### src/rtl/fetch_unit.sv
// Instruction-fetch front end: address generator, pipelined memory request port and a
// DEPTH-entry {pc, instr} prefetch FIFO with redirect flush and in-flight response dropping.
module fetch_unit #(
  parameter int              XLEN     = 64,
  parameter int              ILEN     = 32,
  parameter int              DEPTH    = 4,
  parameter logic [XLEN-1:0] RESET_PC = '0
) (
  input  logic                         CLK,
  input  logic                         RST,
  output logic                         mem_req,
  output logic [XLEN-1:0]              mem_addr,
  input  logic                         mem_gnt,
  input  logic                         mem_rvalid,
  input  logic [ILEN-1:0]              mem_rdata,
  output logic                         instr_valid,
  output logic [ILEN-1:0]              instr_data,
  output logic [XLEN-1:0]              instr_pc,
  input  logic                         instr_ready,
  input  logic                         redirect_valid,
  input  logic [XLEN-1:0]              redirect_pc,
  output logic [$clog2(DEPTH+1)-1:0]   fifo_count
);

  localparam int CW = $clog2(DEPTH + 1);
  localparam int AW = $clog2(DEPTH);
  localparam int SW = CW + 1;

  logic [XLEN-1:0] fpc;
  logic [XLEN-1:0] rpc;
  logic [XLEN-1:0] pc_mem   [DEPTH];
  logic [ILEN-1:0] data_mem [DEPTH];
  logic [AW-1:0]   rd_ptr;
  logic [AW-1:0]   wr_ptr;
  logic [CW-1:0]   count;
  logic [CW-1:0]   inflight;
  logic [CW-1:0]   drop;
  logic [SW-1:0]   occupancy;
  logic            accept;
  logic            push;
  logic            pop;
  logic            unused_redirect_lsbs;

  assign unused_redirect_lsbs = ^redirect_pc[1:0];

  // Handshakes: a request transfers when mem_req && mem_gnt, an instruction transfers when
  // instr_valid && instr_ready; valid never depends on ready, and a redirect masks both.
  // Buffered plus outstanding fetches are capped at DEPTH so a response always has a free slot.
  assign occupancy   = SW'(count) + SW'(inflight);
  assign mem_req     = !RST && !redirect_valid && (occupancy < SW'(DEPTH));
  assign mem_addr    = fpc;
  assign accept      = mem_req && mem_gnt;

  assign instr_valid = (count != '0) && !redirect_valid;
  assign instr_data  = data_mem[rd_ptr];
  assign instr_pc    = pc_mem[rd_ptr];
  assign pop         = instr_valid && instr_ready;
  assign push        = mem_rvalid && !redirect_valid && (drop == '0);
  assign fifo_count  = count;

  always_ff @(posedge CLK) begin
    if (RST) begin
      fpc      <= RESET_PC;
      rpc      <= RESET_PC;
      rd_ptr   <= '0;
      wr_ptr   <= '0;
      count    <= '0;
      inflight <= '0;
      drop     <= '0;
    end else if (redirect_valid) begin
      // Everything still in flight belongs to the old stream; a response landing now is lost too.
      fpc      <= {redirect_pc[XLEN-1:2], 2'b00};
      rpc      <= {redirect_pc[XLEN-1:2], 2'b00};
      rd_ptr   <= '0;
      wr_ptr   <= '0;
      count    <= '0;
      inflight <= inflight - CW'(mem_rvalid);
      drop     <= inflight - CW'(mem_rvalid);
    end else begin
      if (accept) fpc <= fpc + XLEN'(4);
      if (push) begin
        rpc    <= rpc + XLEN'(4);
        wr_ptr <= wr_ptr + AW'(1);
      end
      if (pop) rd_ptr <= rd_ptr + AW'(1);
      if (mem_rvalid && (drop != '0)) drop <= drop - CW'(1);
      inflight <= inflight + CW'(accept) - CW'(mem_rvalid);
      count    <= count + CW'(push) - CW'(pop);
    end
  end

  always_ff @(posedge CLK) begin
    if (!RST && push) begin
      pc_mem[wr_ptr]   <= rpc;
      data_mem[wr_ptr] <= mem_rdata;
    end
  end

endmodule

### config.mk
export PLATFORM = sky130hd
export DESIGN_NAME = fetch_unit
export DESIGN_NICKNAME = d
export VERILOG_FILES = /design/src/rtl/fetch_unit.sv
export SDC_FILE = /design/constraint.sdc
export NUM_CORES = 1
export LEC_CHECK = 0
export CAP_MARGIN = 20
export CORE_ASPECT_RATIO = 0.9
export CORE_MARGIN = 3
export CORE_UTILIZATION = 25
export CTS_BUF_LIST = sky130_fd_sc_hd__clkbuf_8
export DETAILED_ROUTE_END_ITERATION = 16
export PLACE_DENSITY_LB_ADDON = 0.1
export SETUP_SLACK_MARGIN = 0.3
export SLEW_MARGIN = 10
export SYNTH_ARGS = -nofsm -noshare
export SYNTH_HDL_FRONTEND = slang
export SYNTH_SLANG_ARGS = --single-unit
export TNS_END_PERCENT = 1
### constraint.sdc
create_clock -name CLK -period 3.9 [get_ports CLK]
set_clock_uncertainty 0.2 [all_clocks]
set_input_delay 0.39 -clock CLK [delete_from_list [all_inputs] [get_ports CLK]]
set_output_delay 0.39 -clock CLK [all_outputs]
set_load 0.02 [all_outputs]
# Word-level counts from Yosys, hierarchy flattened

Memories as Yosys holds them, arrays and structs flattened. A register that Yosys moved wholly into a read port is not among the register bits.
Index checks and enable logic that the tools add are counted.
W data, S select, Z words.

Flip-flop bits (word level): 141
Memory bits (writable): 384
Output and inout bits: 165
Memories: 2

Memory list:

| memory   | depth | width | rd ports | clocked after Yosys merged registers in | wr ports | RTL line | source |
|---|---|---|---|---|---|---|---|
| pc_mem   | 4     | 64    | 1        | 1                                       | 1        | 31       | `logic [XLEN-1:0] pc_mem [DEPTH];` |
| data_mem | 4     | 32    | 1        | 1                                       | 1        | 32       | `logic [ILEN-1:0] data_mem [DEPTH];` |

Add/subtract/negate cells: 11
Magnitude comparators: 1
Multiplexer cells: 13
Reduce and logical (&&, ||, !) cells: 18

Operators with widths:

| kind                    | count |
|---|---|
| $mux W64                | 4 |
| $add A64 B3 Y64 const B | 2 |
| $logic_and A1 B1 Y1     | 9 |
| $mux W3                 | 3 |
| $sub A3 B1 Y3           | 3 |
| $mux W2                 | 4 |
| $add A3 B1 Y3           | 2 |
| $reduce_bool A2 Y1      | 3 |
| $reduce_bool A3 Y1      | 2 |
| $add A2 B1 Y2 const B   | 2 |
| $add A3 B3 Y4           | 1 |
| $lt A4 B3 Y1 const B    | 1 |
| $logic_not A3 Y1        | 1 |
| $sub A3 B1 Y3 const B   | 1 |
| $logic_not A1 Y1        | 2 |
| $mux W1                 | 2 |
| $reduce_or A2 Y1        | 1 |

# Depth between registers and ports, before layout

Depth after elaboration: 7
Mapped depth: 16

# Least setup slack after synthesis

No wires, ideal clock.

Kind: reg-to-reg
Start point: register drop[0]
End point: memory data_mem[0][0] (enable)
Library setup time: 0.464 ns
Arrival time: 3.505 ns
Slack: -0.269 ns
Cell stages (with the launch flop): 7
Cell sequence: dfxtp_1 inv_1 ha_1 and3b_1 clkbuf_1 clkbuf_1 and3_1

Word-level cells in the longest chain between the ends: 5

Ends and longest elaborated chain:

| item                          | RTL line | source |
|---|---|---|
| start, declared               | 37       | `logic [CW-1:0] drop;` |
| start signal, assigned        | 78       | `drop <= inflight - CW'(mem_rvalid);` |
| start signal, assigned        | 86       | `if (mem_rvalid && (drop != '0)) drop <= drop - CW'(1);` |
| $logic_not A3 Y1              | 58       | `assign push = mem_rvalid && !redirect_valid && (drop == '0);` |
| $logic_and A1 B1 Y1           | 58       |  |
| $logic_and A1 B1 Y1           | 93       | `if (!RST && push) begin` |
| $mux W1                       | 93       |  |
| $mux W1 (implied by the code) | 95       | `data_mem[wr_ptr] <= mem_rdata;` |
| end, declared                 | 32       |  |

No other way between the ends.

==> results.ini <==
[yosys]
synth_edf_count = 376
synth_cell_types = 68
ys_ff_latch = 515
synth-seq-area-share = 0.6528
synth_warnings = 0
syn_avg_cell_area_um2 = 14.24
syn-instance-count = 1514
synth-async-reset-ratio = 0
ys.flop_type = edfxtp_1
syn_area_um2 = 21560

[final_layout]
multiInputGateArea_um2 = 7064
drive_above_1_share = 0.1508
n_fill_cell = 8491
seq_area_um2 = 14080
fin_area_um2 = 27570
area_growth_pct = 27.87
nets = 1958
final_cells = 3052

[timing]
slew_headroom = 0.4081
fin_crit_sh = 0.8753
hold_viol_final = 0
finalSetupViolCount = 0
tightest_slew_ns = 0.8879
fmaxAchievable_mhz = 293.0
slew_violations = 0
finalCriticalPeriod_ns = 3.414
holdWs_ns = 0.1327
rsz0062_at_grt = no

[route]
vias = 14340
firstDrtPassIters = 6
final_antenna_net_count = 0
via_per_inst = 4.698
drcViolationCount = 0
routed_wl_um = 69080
drt-initial-drc-count = 1117
post_drt_wl_per_cell_um = 22.64

[cts]
cts_tree = built
numCtsBuffers = 95
clk_latency_ns = 0.69
cts_resized = 0
cts_sinks = 515
htreeDepth = 3
clk_path_buf_depth = 3
clockRootBuffer = clkbuf_8
cts.clk_slew.worst_paths_ns = 0.05

[placed_design]
gp_congestion = 0.7932
port-buffer-count = 260
hpwlAfterDp_um = 46040
placed_cells = 2872
placed_cell_area_um2 = 25760

[critical_path]
end_kind = output port
r2r_cells = 9
cp.arrival_ns = 2.82
critical_path_required_ns = 3.31
startpoint_type = register
critical_path.max_fanout = 19
setup.worst_path.end = instr_pc[32]
reg2reg_to = mem_addr[32]
rrSetupSlack_ns = 0.73
critical_path_class = register to output port
r2r-start = fifo_count[1]

[grt]
antenna_found_initial = 2
overflow = 0
grt_max_degree = 71
grt_pass1_vias = 14770
grt_use_total = 0.1520
grt_pass1_wl_um = 101400

[floorplan]
core_area_um2 = 84920
std_cell_rows = 101
start_util = 0.2539
dieArea_um2 = 89800
ioPinCount = 267
chipWidth_um = 315.5
die-height_um = 284.6

[hold_path]
hp-class = input port to register
hold_path_depth = 3

[power]
ir_drop_mv = 0.1777
total_power_w = 0.01202
p_per_area_nw_per_um2 = 436.0
p_leak_nw = 8.701

[flow_run]
maxCapViolCount = 0

[status]
status = complete, no violations

-- sequential cells by signal (all words and copies together) (netlist names), named ones only --
signal and count:
pc_mem 248, data_mem 128, mem_addr 62, rpc 62, drop 3, fifo_count 3
inflight 3, rd_ptr 2, wr_ptr 2
-- metrics by stage --
step / utilization / setup TNS (ns) / setup WS (ns)
2_1_floorplan: - / -75.81 / -0.2688
6_report: 0.3246 / 0 / 0.4865
4_1_cts: 0.3245 / 0 / 0.3320
3_3_place_gp: 0.3034 / 0 / 0.6871
3_5_place_dp: 0.3034 / 0 / 0.6710
5_1_grt: 0.3245 / 0 / 0.3402
-- cells in the final DEF (no fill, tap or decap), types with 17 or more instances in the layout --
cell type        instances
edfxtp_1               376
clkdlybuf4s50_1        258
dfxtp_1                137
clkbuf_8               101
nor2_1                  97
nand2_1                 97
mux4_2                  94
xnor2_1                 61
a21oi_1                 60
inv_1                   58
nand3_1                 51
nand4_1                 46
nor3_1                  36
a211oi_1                34
buf_4                   33
o21ai_0                 31
clkinv_1                27
and3_1                  26
o22ai_1                 25
nor4_1                  23
xor2_1                  22
a31oi_1                 17
-- worst min path at each step --
stage	from	end	slack [ns]
6_report	RST	wr_ptr[1]	0.13
5_1_grt	redirect_pc[21]	rpc[21]	0.09
3_5_place_dp	wr_ptr[1]	wr_ptr[1]	0.29
4_1_cts	RST	wr_ptr[1]	0.06
3_3_place_gp	wr_ptr[1]	wr_ptr[1]	0.29
2_1_floorplan	wr_ptr[0]	wr_ptr[0]	0.27
-- per-layer routing --
| layer | vias to the layer above | wire length [um] | global-route usage |
|---|---|---|---|
| li1 | 6608 | - | - |
| met4 | 0 | 1581 | 0.03957 |
| met1 | 7217 | 32400 | 0.2118 |
| met3 | 103 | 4087 | 0.04119 |
| met2 | 409 | 31010 | 0.2333 |
| met5 | - | 0 | 0 |
-- cells in the mapped netlist, drive strengths merged, types with 3 or more instances --
cell type,n,share of area
edfxtp,376,0.52
xnor2,61,0.025
nand2,97,0.017
buf,20,0.0044
a31oi,17,0.0049
clkbuf,62,0.011
nand3,51,0.012
xor2,22,0.0089
mux2i,4,0.0019
mux4,94,0.098
nor3,41,0.011
a211oi,34,0.012
nor4b,3,0.0022
nand2b,3,0.00087
a21boi,13,0.0045
o21ai,31,0.0072
or3,17,0.0052
or4,4,0.0016
or2,5,0.0015
ha,16,0.0093
nand3b,4,0.0014
nor4,27,0.0098
o21a,4,0.0014
a311oi,7,0.0028
and4,8,0.0033
and2,6,0.0017
a32oi,5,0.0020
a22oi,14,0.0049
and3,30,0.0087
nand4,48,0.015
nor2,97,0.017
inv,33,0.0057
o211ai,9,0.0031
o311ai,3,0.0012
dfxtp,139,0.13
a21oi,60,0.014
o22ai,25,0.0073
-- area by class of cell --
class | instances | share of cell area
flip-flops and latches | 515 | 0.5108
multi-input cells | 887 | 0.2563
repair buffers | 306 | 0.1127
well taps | 1133 | 0.05143
clock buffers | 101 | 0.05043
clock inverters | 74 | 0.01357
inverters | 33 | 0.004584
diodes | 3 | 0.0002723
-- where the power goes --
| part | total [W] | leakage [nW] | switching, W | internal, W |
|---|---|---|---|---|
| Clock | 0.00487 | 1.02 | 0.00234 | 0.00253 |
| Combinational | 0.000926 | 3.11 | 0.000507 | 0.000419 |
| Sequential | 0.00623 | 4.57 | 0.000205 | 0.00602 |
-- cells by family (layout without fill, tap and decap cells) --
group | after synthesis | count (layout) | share of synthesized area
AO/OA/AOI/OAI | 238 | 238 | 0.07191
XOR/XNOR | 83 | 83 | 0.03372
adder cells (fa/ha/maj) | 18 | 18 | 0.01114
buffers and inverters | 115 | 514 | 0.02095
flip-flops | 515 | 515 | 0.6528
multiplexers | 98 | 98 | 0.1001
other | 1 | 7 | 0.0001739
AND/OR/NAND/NOR | 446 | 446 | 0.1092
-- timing repair --
item	4_1_cts	5_1_grt
setup buffers	1	0
setup endpoints to repair	45	0
hold buffers	1	0
hold endpoints to repair	1	0
-- critical path, stage by stage, from the launching register on --
cell and delay, ns:
dfxtp_4 0.67, buf_12 0.28, mux4_2 0.53, clkdlybuf4s50_1 0.65
Power figures use the tool's default switching activity.
